**config.mk**
```make
export PLATFORM = sky130hd
export DESIGN_NAME = mem_arb2
export DESIGN_NICKNAME = d
export VERILOG_FILES = /design/src/rtl/mem_arb2.sv
export SDC_FILE = /design/constraint.sdc
export NUM_CORES = 1
export LEC_CHECK = 0
export ABC_CLOCK_PERIOD_IN_PS = 5500
export CORE_AREA = 5 5 136 138
export CTS_BUF_LIST = sky130_fd_sc_hd__clkbuf_16
export CTS_CLUSTER_DIAMETER = 50
export CTS_CLUSTER_SIZE = 30
export DETAILED_ROUTE_END_ITERATION = 8
export DIE_AREA = 0 0 141 143
export PLACE_DENSITY_LB_ADDON = 0.3
export SYNTH_ARGS = -nofsm -noshare
export SYNTH_HDL_FRONTEND = slang
export SYNTH_SLANG_ARGS = --single-unit
```
**constraint.sdc**
```tcl
create_clock -name clk -period 5.5 [get_ports clk]
set_input_delay 1.375 -clock clk [delete_from_list [all_inputs] [get_ports clk]]
set_output_delay 1.375 -clock clk [all_outputs]
set_load 0.005 [all_outputs]
```
**src/rtl/mem_arb2.sv**
```systemverilog
// mem_arb2: two-requester arbiter in front of a single-ported memory.
// Requester 0 (instruction side) is served first and its read data is parked
// in buf0. Requester 1 (data side) may then issue a request derived from that
// data in the following cycle, and both requesters complete together.
module mem_arb2 #(
    parameter int CNT_W = 32
) (
    input  logic             clk,
    input  logic             rst,

    input  logic             mem0_val,
    input  logic             mem0_type,
    input  logic [31:0]      mem0_addr,
    input  logic [31:0]      mem0_wdata,
    output logic             mem0_wait,
    output logic [31:0]      mem0_rdata,

    input  logic             mem1_val,
    input  logic             mem1_type,
    input  logic [31:0]      mem1_addr,
    input  logic [31:0]      mem1_wdata,
    output logic             mem1_wait,
    output logic [31:0]      mem1_rdata,

    output logic             mem_val,
    output logic             mem_type,
    output logic [31:0]      mem_addr,
    output logic [31:0]      mem_wdata,
    input  logic             mem_wait,
    input  logic [31:0]      mem_rdata,

    output logic [CNT_W-1:0] cnt0,
    output logic [CNT_W-1:0] cnt1
);

    typedef enum logic {
        ST_IDLE = 1'b0,
        ST_HOLD = 1'b1
    } state_t;

    state_t           r_state;
    logic [31:0]      r_buf0;
    logic [CNT_W-1:0] r_cnt0;
    logic [CNT_W-1:0] r_cnt1;

    state_t           w_next;
    logic             w_sel1;
    logic             w_load_buf;
    logic             w_inc0;
    logic             w_inc1;

    // Grant, handshake and next-state decode; the grant never looks at
    // mem_rdata, so mem_rdata only reaches the two rdata outputs and buf0.
    always_comb begin
        w_next     = r_state;
        w_sel1     = 1'b0;
        w_load_buf = 1'b0;
        w_inc0     = 1'b0;
        w_inc1     = 1'b0;
        mem_val    = 1'b0;
        mem0_wait  = 1'b1;
        mem1_wait  = 1'b1;
        mem0_rdata = 32'd0;
        mem1_rdata = 32'd0;

        // While rst is high every output stays in its idle value even though
        // the requesters may still present a valid request.
        if (!rst) begin
            case (r_state)
                ST_IDLE: begin
                    if (mem0_val) begin
                        // Requester 0 wins without looking at requester 1; its
                        // result is parked and both are held off this cycle.
                        mem_val = 1'b1;
                        if (!mem_wait) begin
                            w_load_buf = 1'b1;
                            w_next     = ST_HOLD;
                        end
                    end else if (mem1_val) begin
                        mem_val    = 1'b1;
                        w_sel1     = 1'b1;
                        mem1_wait  = mem_wait;
                        mem1_rdata = mem_rdata;
                        w_inc1     = ~mem_wait;
                    end
                end
                ST_HOLD: begin
                    mem0_rdata = r_buf0;
                    if (mem1_val) begin
                        // Requester 0 completes alongside requester 1.
                        mem_val    = 1'b1;
                        w_sel1     = 1'b1;
                        mem0_wait  = mem_wait;
                        mem1_wait  = mem_wait;
                        mem1_rdata = mem_rdata;
                        if (!mem_wait) begin
                            w_inc0 = 1'b1;
                            w_inc1 = 1'b1;
                            w_next = ST_IDLE;
                        end
                    end else begin
                        mem0_wait = 1'b0;
                        w_inc0    = 1'b1;
                        w_next    = ST_IDLE;
                    end
                end
                default: w_next = ST_IDLE;
            endcase
        end
    end

    // Memory request mux; fields read as zero whenever no request is issued.
    always_comb begin
        mem_type  = 1'b0;
        mem_addr  = 32'd0;
        mem_wdata = 32'd0;
        if (mem_val) begin
            mem_type  = w_sel1 ? mem1_type  : mem0_type;
            mem_addr  = w_sel1 ? mem1_addr  : mem0_addr;
            mem_wdata = w_sel1 ? mem1_wdata : mem0_wdata;
        end
    end

    // State, parked read data and wrapping completion counters.
    always_ff @(posedge clk or posedge rst) begin
        if (rst) begin
            r_state <= ST_IDLE;
            r_buf0  <= 32'd0;
            r_cnt0  <= '0;
            r_cnt1  <= '0;
        end else begin
            r_state <= w_next;
            if (w_load_buf) r_buf0 <= mem_rdata;
            if (w_inc0)     r_cnt0 <= r_cnt0 + 1'b1;
            if (w_inc1)     r_cnt1 <= r_cnt1 + 1'b1;
        end
    end

    assign cnt0 = r_cnt0;
    assign cnt1 = r_cnt1;

endmodule

```
== Word-level counts from Yosys, hierarchy flattened ==
Index checks and enable logic that the tools add are counted.

* Mux-type cells: 41
* Bitwise logic cells: 2
* Add/sub/neg operators: 2

{| class="wikitable"
|+ Operator list
! operator !! count
|-
| $mux 32 || 9
|-
| $add 32x1->32 const B || 2
|-
| $pmux 32 s2 || 1
|-
| $mux 1 || 26
|-
| $pmux 1 s2 || 5
|-
| $not 1->1 || 2
|}

* Output and inout bits: 196
* Bits of input ports: 167
* Register bits after elaboration: 97
* Word-level logic and storage cells: 49

== Logic depth before layout (Yosys ltp) ==
Gate-level depths: netlist (run 1).

* Depth in word-level cells: 6
* Gate-level depth with buffers: 7

== Worst setup path before layout (run 1) ==
No wires, ideal clock.

* Path type: input port to output port
* Start point: in mem0_val
* End point: out mem_addr[0]
* Stages: 5
* Arrival: 2.545 ns
* Slack: 1.580 ns
* Cells stage by stage: nor2b_1 > clkbuf_1 > buf_1 > nand2_1 > a21oi_1

* Word-level cells in the longest chain between the ends: 5

{| class="wikitable"
|+ RTL lines
! element !! RTL line !! source
|-
| start: declaration || 11 || <nowiki>input logic mem0_val,</nowiki>
|-
| $mux 1 || 71 || <nowiki>if (mem0_val) begin</nowiki>
|-
| $pmux 1 s2 || 69 || <nowiki>case (r_state)</nowiki>
|-
| $mux 1 || 68 || <nowiki>if (!rst) begin</nowiki>
|-
| $mux 32 || 119 || <nowiki>mem_addr = w_sel1 ? mem1_addr : mem0_addr;</nowiki>
|-
| $mux 32 (*) || 117 || <nowiki>if (mem_val) begin</nowiki>
|-
| end: declaration || 27 || <nowiki>output logic [31:0] mem_addr,</nowiki>
|}

Mark *: on every way between the ends. The rest lies on a longest branch, timed or not.

== Worst setup path in the final report (run 1) ==
* Start point: in mem0_val
* End point: out mem1_rdata[30]

* Word-level cells in the longest chain between the ends: 3

{| class="wikitable"
|+ RTL lines
! element !! RTL line !! source
|-
| $mux 32 || 71 ||
|-
| $pmux 32 s2 || 69 ||
|-
| $mux 32 || 68 ||
|-
| end: declaration || 23 || <nowiki>output logic [31:0] mem1_rdata,</nowiki>
|}

Every way passes these cells.

==> run_results.csv, run 1 <==
group,metric,value,unit
yosys,yosysUniqueCellTypes,30,
detailed_routing,routedWlPerCell,17.5,um
place,place_congestion,0.855,
yosys,yosys.area.top_type,"dfrtp_1",
global_route,grt_pass1_wl,31700,um
sta,clock_skew,10.6,ps
yosys,ys.flop_type,"dfrtp_1",
floorplanning,die_width,141,um
critical_path,cp.arrival,3270,ps
floorplanning,die_h,143,um
critical_path,cp-start-kind,"primary input",
place,dpl_worst_slack,842,ps
clocking,cts.clk_slew.worst_paths,70,ps
critical_path,critical_path_peak_fanout,68,
yosys,synth_fp_nets,802,
power,p_clk_share,29.2,%
sta,worst_slew_pin_slew,949,ps
sta,fmax,0.215,GHz
power,p_leak,3.88,nW
power,swShare,28.1,%
final_layout,drive_gt1_share,7.57,%
clocking,clock_tree.htree_level_count,3,
global_route,grt_max_degree,69,
sta,worst_hold_slack,469,ps
place,dp.cells,1187,
final_layout,synthToLayoutAreaGrowth,74.6,%
critical_path,slowest_delay,500,ps
clocking,post_cts_resized,0,
yosys,synth_area_per_cell,8.75,um^2
yosys,synth_simple_gate_area_share,29.4,%
run,maxCapViolations,0,
place,hpwl,16900,um
clocking,cts.sinks,97,
detailed_routing,num_vias,5788,
floorplanning,initial_core_util,32.5,%
yosys,synth.most_common_cell,"nand2_1",
power,intPower,1.48,mW
global_route,antenna_found_initial,1,
power,p_comb_share,28.5,%
yosys,synthXorXnorAreaFrac,9.81,%
power,p_total,2.05,mW
floorplanning,fp.coreArea,0.0171,mm^2
yosys,synth_compound_area_share,6.17,%
sta,setup_violations,0,
yosys,yosysSeqAreaShare,43.8,%
clocking,cts.path.max_buffers,2,
yosys,netlist_top_cells_area,"dfrtp_1 (44%), and2_1 (7.3%), nand3_1 (7.1%)",
power,p_sw,0.577,mW
final_layout,fin_cells,1204,
sta,tns,0,ps
detailed_routing,drc,0,
clocking,hold_buffers,0,
sta,timing.final.crit_share,84.5,%
yosys,yosysTopAreaCellShare,43.8,%
sta,report.final.slew_viol_count,0,
sta,relSlewSlack,36.3,%
critical_path,cp_slowest_cell,"clkdlybuf4s50_1",
global_route,grt_overflow_total,0,
clocking,cts_tree,"yes",
yosys,synth_edf_count,0,
yosys,yosys.area_share.adder,0.452,%
yosys,netlist_area,0.00554,mm^2
clocking,cts_made_buffers,9,
min_path,hp-class,"reg -> reg",
floorplanning,io_pins,363,
yosys,synthArstFlopShare,100,%
global_route,grt.total_usage,20.1,%
yosys,synthMuxAreaShare,6.71,%
power,p_seq_share,42.4,%
power,p_per_area,213,mW/mm^2
critical_path,worstSetupPathType,"in -> out",
final_layout,num-nets-final,1142,
detailed_routing,viasPerCell,4.81,
sta,min_period,4650,ps
critical_path,cp_data_required_time,4120,ps
sta,layout_setup_ws,851,ps
yosys,synth_top_family_by_area,"simple AND/OR/NAND/NOR gates",
critical_path,crit_path_frequent_cell,"clkdlybuf4s50_1",
detailed_routing,drtIter0Drc,289,
status,run_status,"finished clean",
critical_path,endpoint_kind,"primary output",
clocking,post_cts_buffers,0,
detailed_routing,routed_wl,21100,um
yosys,ys_ff_latch,97,
detailed_routing,antenna_left,0,
final_layout,n_fill_cell,1603,
yosys,synthCells,633,
clocking,worstSkewPairLatency,340,ps
yosys,synth_top_cells_by_count,"nand2_1 (98), dfrtp_1 (97), nand3_1 (79)",
floorplanning,die-area,0.0202,mm^2
critical_path,critical_path.top_delay_family,"buffers and inverters",
global_route,grt_pass1_vias,5583,
yosys,ys_warn_count,0,
critical_path,worst-path-buf-inv,4,
clocking,cts_root_buffer,"clkbuf_16",
critical_path,crit_chain,"clkdlybuf4s50_1 -> nor2b_4 -> buf_12 -> nor3_2 -> buf_4 -> and2_1 -> clkdlybuf4s50_1",
sta,rsz0062_at_grt,"false",
sta,hold_viol,0,
floorplanning,fp-row-count,48,
power,peakVddDrop,0.119,mV
place,port_buffers,362,
detailed_routing,dr.pass1.iters,5,
-- placed cells by master (no fill, tap or decap), types with 2 or more instances in the layout --
cell type,n
clkdlybuf4s50_1,360
nand2_1,97
dfrtp_1,97
nand3_1,79
a21oi_1,67
and2_1,65
xnor2_1,42
mux2_2,33
nand4_1,25
xor2_1,20
nor2_1,19
nor3_1,10
and3_1,10
clkbuf_16,9
inv_1,7
buf_4,7
nor3_2,3
clkinvlp_4,3
nor4_1,2
ha_1,2
inv_6,2
buf_2,2
buf_12,2
-- through the flow --
stage	util (%)	area [um^2]
2_1_floorplan	-	5540
6_report	56.7	9670
3_3_place_gp	55.0	9380
5_1_grt	56.7	9670
4_1_cts	56.7	9670
3_5_place_dp	55.0	9380
-- layout make-up --
cell class,count,area (um^2),share of cell area [%]
inverter,9,36.3,0.375
clock buffer,9,225,2.33
clock inverter,7,60.1,0.621
timing repair buffer,371,3710,38.3
sequential,97,2430,25.1
tap,225,282,2.91
antenna,1,2.50,0.0259
multi-input combinational,485,2930,30.3
-- worst register-to-register path, delay by kind of cell (launching register included) --
| family | cells | cell delay, ps |
|---|---|---|
| and+or+nand+nor | 4 | 1290 |
| DFF | 1 | 410 |
| xor gates and xnor gates | 1 | 170 |
| buffers and inverters | 1 | 300 |
-- logic make-up after synthesis --
| family | Yosys count |
|---|---|
| buffers and inverters | 51 |
| AND/OR/NAND/NOR | 320 |
| AO/OA/AOI/OAI | 68 |
| flip-flops | 97 |
| XOR/XNOR | 62 |
| adder cells (fa/ha/maj) | 2 |
| multiplexers | 33 |
-- layer usage --
layer,global-route usage (%),wire (um),vias up
met5,0,0,-
li1,-,-,2826
met3,6.03,1740,32
met1,23.2,8240,2696
met2,35.0,10500,234
met4,8.01,629,0
-- state kept, by name, summed over array words and instances (netlist names) --
name and count:
cnt0 32, cnt1 32, r_buf0 32, r_state 1
-- power groups by stage --
stage	Combinational, mW	Clock, mW	Sequential [mW]
after floorplan	0.228	0	0.869
final	0.585	0.599	0.871
after global placement	0.589	0	0.880
after global routing	0.635	0.643	0.883
after CTS	0.595	0.614	0.872
after detailed placement	0.592	0	0.886
-- final timing paths --
| kind | from | endpoint | slack [ps] | cells past startpoint |
|---|---|---|---|---|
| setup / recovery | mem0_val | mem1_rdata[30] | 850 | 7 |
| hold reg to reg | cnt0[31] | cnt0[31] | 470 | 1 |
| setup reg to reg | r_state | cnt0[28] | 3230 | 6 |
| hold / removal | cnt0[31] | cnt0[31] | 470 | 1 |
| max in group asynchronous | rst | cnt0[16] | 3070 | 3 |
| min in group asynchronous | rst | r_state | 1520 | 2 |
Note: power is estimated with default switching activity, not from simulation.
==> run 2, diff against run 1 <==
ABC_CLOCK_PERIOD_IN_PS = 4500   (was 5500)
clock period = 4.5 ns   (was 5.5 ns; I/O delays follow)
==> run_results.csv, run 2 (synthesis gave the netlist of run 1 again) <==
group,metric,value,unit
status,run_status,"finished clean",
sta,worst_hold_slack,470,ps
clocking,cts_root_buffer,"clkbuf_16",
sta,worst_slew_pin_slew,1030,ps
final_layout,fin_cells,1208,
clocking,post_cts_resized,0,
clocking,worstSkewPairLatency,340,ps
sta,tns,0,ps
floorplanning,fp-row-count,48,
sta,report.final.slew_viol_count,0,
global_route,grt_pass1_wl,33500,um
critical_path,cp_slowest_cell,"clkdlybuf4s50_1",
floorplanning,initial_core_util,32.5,%
floorplanning,die-area,0.0202,mm^2
clocking,post_cts_buffers,0,
power,intPower,1.92,mW
sta,hold_viol,0,
critical_path,critical_path_peak_fanout,17,
clocking,cts.sinks,97,
clocking,cts.clk_slew.worst_paths,70,ps
detailed_routing,num_vias,5851,
detailed_routing,viasPerCell,4.84,
global_route,gr-usage-met3,6.87,%
final_layout,postLayoutCoreUtil,57.1,%
power,p_leak,3.93,nW
detailed_routing,dr.pass1.iters,4,
global_route,grt_use_met2,36.5,%
place,port_buffers,362,
final_layout,num-nets-final,1147,
detailed_routing,drtIter0Drc,280,
sta,fmax,0.238,GHz
critical_path,cp.arrival,3070,ps
critical_path,endpoint_kind,"primary output",
global_route,grt_max_degree,69,
min_path,hp-class,"reg -> reg",
floorplanning,io_pins,363,
global_route,grt_pass1_vias,5859,
power,peakVddDrop,0.185,mV
clocking,cts_tree,"yes",
power,p_sw,0.696,mW
place,dp.cells,1192,
detailed_routing,drc,0,
sta,min_period,4190,ps
sta,clock_skew,9.03,ps
power,p_total,2.61,mW
critical_path,slowest_delay,550,ps
global_route,grt.total_usage,21.2,%
final_layout,final_common_cell,"clkdlybuf4s50_1",
power,swShare,26.6,%
critical_path,crit_chain,"clkdlybuf4s50_1 -> nor2b_4 -> buf_4 -> nand2_1 -> a21oi_1 -> clkdlybuf4s50_1",
floorplanning,fp.coreArea,0.0171,mm^2
sta,layout_setup_ws,306,ps
critical_path,crit_path_frequent_cell,"clkdlybuf4s50_1",
sta,timing.final.crit_share,93.2,%
power,p_comb_share,27.7,%
place,hpwl,17600,um
floorplanning,die_h,143,um
place,place_congestion,0.888,
critical_path,cp-start-kind,"primary input",
clocking,clock_tree.htree_level_count,3,
global_route,met1_usage,24.1,%
final_layout,antenna_cells,0,
power,p_per_area,268,mW/mm^2
sta,rsz0062_at_grt,"false",
run,maxCapViolations,0,
place,dpl_worst_slack,299,ps
power,p_clk_share,31.5,%
floorplanning,die_width,141,um
clocking,hold_buffers,0,
detailed_routing,routedWlPerCell,18.2,um
power,p_seq_share,40.8,%
global_route,antenna_found_initial,0,
sta,relSlewSlack,30.8,%
global_route,grt_overflow_total,0,
place,post_dp_cell_area,0.00942,mm^2
clocking,cts_made_buffers,9,
critical_path,cp_data_required_time,3380,ps
detailed_routing,antenna_left,0,
global_route,grt-busiest-layer,"met2",
detailed_routing,routed_wl,22000,um
sta,setup_violations,0,
final_layout,layout_common_cells,"clkdlybuf4s50_1 (360), nand2_1 (97), dfrtp_1 (97), nand3_1 (79), a21oi_1 (67)",
final_layout,drive_gt1_share,7.93,%
clocking,cts.path.max_buffers,2,
final_layout,design_area,0.00974,mm^2
critical_path,worstSetupPathType,"in -> out",
final_layout,synthToLayoutAreaGrowth,75.8,%
run 2: power groups by stage:
stage          sequential (mW)  combinational (mW)  clock, mW
5_1_grt                   1.08               0.785      0.882
6_report                  1.07               0.724      0.823
4_1_cts                   1.07               0.736      0.843
3_5_place_dp              1.08               0.733          0
2_1_floorplan             1.06               0.279          0
3_3_place_gp              1.08               0.728          0
run 2: worst max-delay path, delay by kind of cell:
kind	cells	cell delay, ps
compound gates	1	160
simple gates	2	440
buf+inv	3	1340
run 2: path summary, 6_finish.rpt:
path / from / end / slack (ps) / cells after the start
min: cnt0[31] / cnt0[31] / 470 / 1
max reg2reg: r_state / cnt0[28] / 2290 / 6
min reg2reg: cnt0[31] / cnt0[31] / 470 / 1
max in group asynchronous: rst / r_buf0[26] / 2390 / 4
min in group asynchronous: rst / cnt1[22] / 1330 / 3
max: mem0_val / mem_wdata[29] / 310 / 6
run 2: layout make-up:
type / instances / area [um^2]
clock buffers: 9 / 225
fillers: 1551 / 7320
clock inverters: 7 / 93.8
well taps: 225 / 282
inverters: 9 / 36.3
repair buffers: 376 / 3740
flip-flops and latches: 97 / 2430
multi-input cells: 485 / 2930
run 2: routing by layer:
metal	up-vias	wire, um
met3	43	1820
met5	-	0
li1	2833	-
met2	239	11000
met4	0	831
met1	2736	8370
